===== config.mk =====
export PLATFORM = sky130hd
export DESIGN_NAME = sgd_update_ctrl
export DESIGN_NICKNAME = d
export VERILOG_FILES = /design/src/rtl/sgd_update_ctrl.sv
export SDC_FILE = /design/constraint.sdc
export NUM_CORES = 1
export LEC_CHECK = 0
export ABC_CLOCK_PERIOD_IN_PS = 2260
export CORE_ASPECT_RATIO = 1.4
export CORE_UTILIZATION = 50
export DETAILED_ROUTE_END_ITERATION = 8
export GPL_TIMING_DRIVEN = 0
export PLACE_DENSITY = 0.86
export SYNTH_ARGS = -nofsm -noshare
export SYNTH_HDL_FRONTEND = slang
export SYNTH_SLANG_ARGS = --single-unit

===== constraint.sdc =====
create_clock -name clk -period 2.26 [get_ports clk]
set_input_delay 0.339 -clock clk [delete_from_list [all_inputs] [get_ports clk]]
set_output_delay 0.339 -clock clk [all_outputs]
set_load 0.005 [all_outputs]

===== src/rtl/sgd_update_ctrl.sv =====
// ----------------------------------------------------------------------------
// sgd_update_ctrl
//   Read/write-back sequencer for the SIZE-lane SGD weight-update datapath
//   (w - in*x per lane). One pass walks the chunk address from 0 up to
//   num_chunks-1. Each cycle it issues one read to the w, in and x buffers.
//   The matching write-back strobe appears PIPE = RD_LAT + OP_LAT cycles
//   after the read.
//
//   Ports
//     clk, rst_n      clock, asynchronous active-low reset
//     start           begin a pass (sampled only in IDLE)
//     num_chunks      chunk count, captured on an accepted start
//     pause           suppresses new read issue while high
//     rd_en, rd_addr  registered read strobe / chunk address
//     wr_en, wr_addr  registered write-back strobe / chunk address
//     busy            high from the cycle after an accepted start until done
//     done            single-cycle completion pulse
//
//   Optional feature (macro SGD_CTRL_EPOCHS_EN)
//     num_epochs      number of passes per start, captured with start
//                     (0 behaves as 1)
//     epoch           index of the current pass
//
//   RD_LAT must lie in 1..3 and OP_LAT must be at least 1, so PIPE >= 2.
// ----------------------------------------------------------------------------
module sgd_update_ctrl #(
  parameter int ADDR_W = 8,
  parameter int RD_LAT = 1,
  parameter int OP_LAT = 1
) (
  input  logic              clk,
  input  logic              rst_n,
  input  logic              start,
  input  logic [ADDR_W-1:0] num_chunks,
  input  logic              pause,
  output logic              rd_en,
  output logic [ADDR_W-1:0] rd_addr,
  output logic              wr_en,
  output logic [ADDR_W-1:0] wr_addr,
  output logic              busy,
  output logic              done
`ifdef SGD_CTRL_EPOCHS_EN
  ,
  input  logic [7:0]        num_epochs,
  output logic [7:0]        epoch
`endif
);

  localparam int PIPE = RD_LAT + OP_LAT;
  // rd_en and wr_en are both registers. That leaves PIPE-1 delay stages
  // between them.
  localparam int DLY  = PIPE - 1;
  localparam logic [ADDR_W-1:0] ONE = {{(ADDR_W-1){1'b0}}, 1'b1};

  typedef enum logic [1:0] {IDLE, ISSUE, DRAIN, DONE} state_t;

  state_t            state, state_d;
  logic [ADDR_W-1:0] cnt, cnt_d;
  logic [ADDR_W-1:0] nc_q, nc_d;
  logic              rd_en_d, busy_d, done_d;
  logic [ADDR_W-1:0] rd_addr_d;
  logic              pipe_empty;

  logic              vld_p  [DLY];
  logic [ADDR_W-1:0] addr_p [DLY];

`ifdef SGD_CTRL_EPOCHS_EN
  logic [7:0] ne_q, ne_d, epoch_d;
  logic       ep_more;
  // Compare at 9 bits so that epoch = 255 cannot overflow. This also makes
  // num_epochs = 0 act like 1.
  assign ep_more = ({1'b0, epoch} + 9'd1) < {1'b0, ne_q};
`endif

  // The pipe is empty when no issued read is still waiting to be written
  // back. That covers the read on rd_en now and every delay stage.
  always_comb begin
    pipe_empty = !rd_en;
    for (int i = 0; i < DLY; i++) begin
      if (vld_p[i]) pipe_empty = 1'b0;
    end
  end

  always_comb begin
    state_d   = state;
    cnt_d     = cnt;
    nc_d      = nc_q;
    rd_en_d   = 1'b0;
    rd_addr_d = rd_addr;
    busy_d    = busy;
    done_d    = 1'b0;
`ifdef SGD_CTRL_EPOCHS_EN
    ne_d      = ne_q;
    epoch_d   = epoch;
`endif
    unique case (state)
      IDLE: begin
        if (start) begin
          nc_d  = num_chunks;
          cnt_d = '0;
`ifdef SGD_CTRL_EPOCHS_EN
          ne_d    = num_epochs;
          epoch_d = '0;
`endif
          if (num_chunks != '0) begin
            state_d = ISSUE;
            busy_d  = 1'b1;
          end else begin
            state_d = DONE;
            done_d  = 1'b1;
          end
        end
      end
      ISSUE: begin
        if (!pause) begin
          rd_en_d   = 1'b1;
          rd_addr_d = cnt;
          cnt_d     = cnt + ONE;
          if (cnt == nc_q - ONE) state_d = DRAIN;
        end
      end
      DRAIN: begin
        if (pipe_empty) begin
`ifdef SGD_CTRL_EPOCHS_EN
          if (ep_more) begin
            state_d = ISSUE;
            cnt_d   = '0;
            epoch_d = epoch + 8'd1;
          end else
`endif
          begin
            state_d = DONE;
            done_d  = 1'b1;
            busy_d  = 1'b0;
          end
        end
      end
      DONE: begin
        state_d = IDLE;
      end
      default: state_d = IDLE;
    endcase
  end

  // ---- stage p0: FSM, counter and registered read-side outputs ----
  always_ff @(posedge clk or negedge rst_n) begin
    if (!rst_n) begin
      state   <= IDLE;
      cnt     <= '0;
      nc_q    <= '0;
      rd_en   <= 1'b0;
      rd_addr <= '0;
      busy    <= 1'b0;
      done    <= 1'b0;
`ifdef SGD_CTRL_EPOCHS_EN
      ne_q    <= '0;
      epoch   <= '0;
`endif
    end else begin
      state   <= state_d;
      cnt     <= cnt_d;
      nc_q    <= nc_d;
      rd_en   <= rd_en_d;
      rd_addr <= rd_addr_d;
      busy    <= busy_d;
      done    <= done_d;
`ifdef SGD_CTRL_EPOCHS_EN
      ne_q    <= ne_d;
      epoch   <= epoch_d;
`endif
    end
  end

  // ---- stages p1..pPIPE: read-to-write delay line and write-back outputs ----
  // Reset clears the delay line, so writes in flight when reset arrives
  // are dropped.
  always_ff @(posedge clk or negedge rst_n) begin
    if (!rst_n) begin
      for (int i = 0; i < DLY; i++) begin
        vld_p[i]  <= 1'b0;
        addr_p[i] <= '0;
      end
      wr_en   <= 1'b0;
      wr_addr <= '0;
    end else begin
      vld_p[0]  <= rd_en;
      addr_p[0] <= rd_addr;
      for (int i = 1; i < DLY; i++) begin
        vld_p[i]  <= vld_p[i-1];
        addr_p[i] <= addr_p[i-1];
      end
      wr_en <= vld_p[DLY-1];
      if (vld_p[DLY-1]) wr_addr <= addr_p[DLY-1];
    end
  end

endmodule


==> metrics.md <==
| Metric | Value |
|---|---|
| Outcome | `finished with violations` |
| Failing checks | `design-rule violations` |
| Drt total wl | `3520 µm` |
| Die W | `57.1 µm` |
| Die area | `4510 µm²` |
| Post-synth top area share | `55.4%` |
| Maximum fanout along the worst path | `4` |
| DRC violations left | `2` |
| Least-Margin Pin Slew | `0.432 ns` |
| FF+latch area | `1180 µm²` |
| WL met1 | `1430 µm` |
| Min Hold Slack | `0.399 ns` |
| CP Data Arrival Time | `2.31 ns` |
| Top sig layer | `met4` |
| Worst setup EP type | `flop` |
| Hold path cells | `0` |
| Row count | `27` |
| Final min period | `2.09 ns` |
| Syn_nets | `188` |
| R2R depth | `8` |
| Post-Route Utilization | `66.9%` |
| Clk sinks | `47` |
| Routed Antenna Nets | `0` |
| Reg2Reg Launch Point | `nc_q[0]$_DFFE_PN0P_` |
| Skew-Pair Late Insertion Delay | `0.30 ns` |
| Routed via count | `1393` |
| Starting DRT DRC Count | `28` |
| TritonRoute pass-1 iters | `6` |
| Hold Fails Final Rpt | `0` |
| Multi-input gate area | `907 µm²` |
| Seq pwr share | `40.2%` |
| DR vias/cell | `5.44` |
| Clock group share of total power | `22.4%` |
| Fin crit share | `92.7%` |
| Non-filler cells, final | `256` |
| Diode count | `0` |
| CP startpoint kind | `flop` |
| Post-synth cell types | `32` |
| F_max | `0.477 GHz` |
| Hold_sp | `rd_addr[7]$_DFFE_PN0P_` |
| EDFF count, synth | `0` |
| Synth top cells by count | `47 x dfrtp_1, 24 x mux2_2, 14 x nor2_1, 12 x nand2_1, 12 x xor2_1` |
| Post-synth top flop | `dfrtp_1` |
| Worst Hold Class | `flop to flop` |
| Cell taking the most area after synthesis | `dfrtp_1` |
| First-pass GRT wire length | `6170 µm` |
| Combinational power share | `37.4%` |
| TritonCTS buffer count | `5` |
| # fillers | `314` |
| Post-DP HPWL | `2630 µm` |
| Ports | `32` |
| Die H | `79.1 µm` |
| # setup viols final | `0` |
| Hold Path End | `addr_p[7]$_DFF_PN0_` |
| Synth area leaders | `dfrtp_1 55%, mux2_2 13%, xor2_1 5.0%, ha_1 2.9%, nor2_1 2.5%` |
| Metal3 WL | `115 µm` |
| Nets@finish | `229` |
| Largest net degree at the start of global routing | `33` |
| Unrepaired setup endpoints after global routing | `false` |
| Sw Pwr | `1.00 mW` |
| Power density over the cells | `1190 nW/µm²` |
| Register area share after synthesis | `55.4%` |
| Syn Area/Cell | `12.4 µm²` |
| Core footprint | `3990 µm²` |
| Worst Path Required | `2.48 ns` |
| H-tree levels | `2` |
| Vias in the first global route | `1395` |
| Synthesized flop and latch total | `47` |
| Root Buffer | `clkbuf_8` |
| Met2 wire len | `1890 µm` |
| Clock transition at the registers of the reported paths | `0.08 ns` |
| Total gr overflow | `0` |
| Cells after DPL | `246` |
| CTS tree | `built` |
| Pint | `2.17 mW` |
| FF-to-FF End | `state[1]$_DFFE_PN0P_` |
| Max capacitance violation total | `0` |
| FF-to-FF setup slack | `0.17 ns` |
| Synthesized area | `2120 µm²` |
| Dominant cell by count in the synthesized netlist | `dfrtp_1` |
| Share of layout cells above drive strength 1 | `21.6%` |
| Clock Skews | `0.00291 ns` |
| WL per Instance | `13.7 µm` |
| Total track usage | `18.1%` |
| Leakage | `1.25 nW` |
| Synth async-reset ratio | `100%` |
| IO Port Bufs | `31` |
| Post-synthesis cell count | `171` |
| Initial Utilization | `53.2%` |
| Sw frac | `31.5%` |
| Final GP Congestion | `0.799` |
| Longest Clk Path Bufs | `2` |
| Syn-to-layout area delta | `25.8%` |
| Antenna violations before repair | `0` |
| Peak supply drop | `0.768 mV` |
| Fin Setup TNS | `0 ns` |
| Synth Warn # | `0` |
| Relative slew slack | `71.1%` |
| Pins Over Slew Limit | `0` |
| CP Class | `flop to flop` |
[repair_timing]
item,in CTS,in global routing
pin swaps,0,2
gates cloned,0,0
buffers inserted,0,1
hold buffers,1,0
resized for setup,2,0
setup endpoints to repair,2,2
hold endpoints to repair,15,0
[cell type report]
| type | count | area share [%] |
|---|---|---|
| Timing Repair Buffer | 34 | 12.8 |
| Tap cell | 43 | 2.02 |
| Clock inverter | 2 | 2.25 |
| Multi-Input combinational cell | 114 | 34.0 |
| Sequential cell | 47 | 44.1 |
| Inverter | 7 | 0.985 |
| Buffer | 3 | 1.13 |
| Clock buffer | 6 | 2.72 |
[worst max-delay path: stages (launching register included)]
cell     delay, ns
dfrtp_1       0.42
inv_1         0.07
ha_1          0.19
or2b_2        0.33
nor4_2        0.17
xnor2_1       0.15
nand4_1       0.15
o32ai_4       0.30
mux2i_1       0.24
[power by group through the flow]
stage	sequential, mW	combinational [mW]	clock (mW)
after floorplan	1.25	0.802	0
after global placement	1.27	1.11	0
after detailed placement	1.29	1.14	0
after CTS	1.28	1.19	0.720
after global routing	1.31	1.32	0.761
final	1.28	1.19	0.710
[registers in the layout, summed over array words and instances, names as in the netlist]
| name | cells |
|---|---|
| wr_addr | 8 |
| addr_p | 8 |
| busy | 1 |
| rd_en | 1 |
| done | 1 |
| wr_en | 1 |
| rd_addr | 8 |
| nc_q | 8 |
| vld_p | 1 |
| cnt | 8 |
| state | 2 |
[how the worst max path moves through the flow]
stage | slack [ns] | endpoint | from
2_1_floorplan | 0.23 | state[0]$_DFFE_PN0P_ | nc_q[0]$_DFFE_PN0P_
3_3_place_gp | -0.34 | addr_p[7]$_DFF_PN0_ | rst_n
5_1_grt | 0.008 | state[1]$_DFFE_PN0P_ | nc_q[0]$_DFFE_PN0P_
3_5_place_dp | -0.06 | state[1]$_DFFE_PN0P_ | start
4_1_cts | 0.03 | state[1]$_DFFE_PN0P_ | nc_q[0]$_DFFE_PN0P_
6_report | 0.17 | state[1]$_DFFE_PN0P_ | nc_q[0]$_DFFE_PN0P_
[cell families (layout without fill, tap and decap cells)]
family | Yosys count | in the layout | synth area share [%]
AND/OR/NAND/NOR | 48 | 48 | 11.9
flip-flops | 47 | 47 | 55.4
multiplexers | 28 | 28 | 14.6
XOR/XNOR | 18 | 18 | 7.43
AO/OA/AOI/OAI | 14 | 14 | 4.54
buffers and inverters | 10 | 52 | 2.65
adder cells (fa/ha/maj) | 6 | 6 | 3.42
[cells in the final DEF (no fill, tap or decap), drive strengths merged]
cell           instances
a21oi                  3
a22o                   1
a22oi                  2
a31oi                  2
and3                   2
and3b                  1
and4                   1
buf                    5
bufinv                 2
clkbuf                 7
clkdlybuf4s50         30
dfrtp                 47
dlygate4sd3            1
ha                     5
inv                    7
maj3                   1
mux2                  24
mux2i                  4
nand2                 13
nand2b                 2
nand3                  4
nand4                  1
nor2                  14
nor2b                  2
nor3                   1
nor4                   4
o21ai                  5
o32ai                  1
or2b                   3
xnor2                  6
xor2                  12
[per-stage QoR]
step	instance area, µm²	setup slack, ns	power [mW]
floorplan	2120	0.230	2.05
CTS	2660	0.0327	3.19
finish	2670	0.165	3.17
detailed placement	2500	-0.0586	2.44
global placement	2490	-0.343	2.38
global route	2670	0.00755	3.39
[layer usage]
metal  track usage (%)  vias up
met5                 0        -
met4              11.2        0
met3              3.26        7
met2              31.6       32
met1              20.2      684
li1                  -      670
Note: power is estimated with default switching activity, not from simulation.
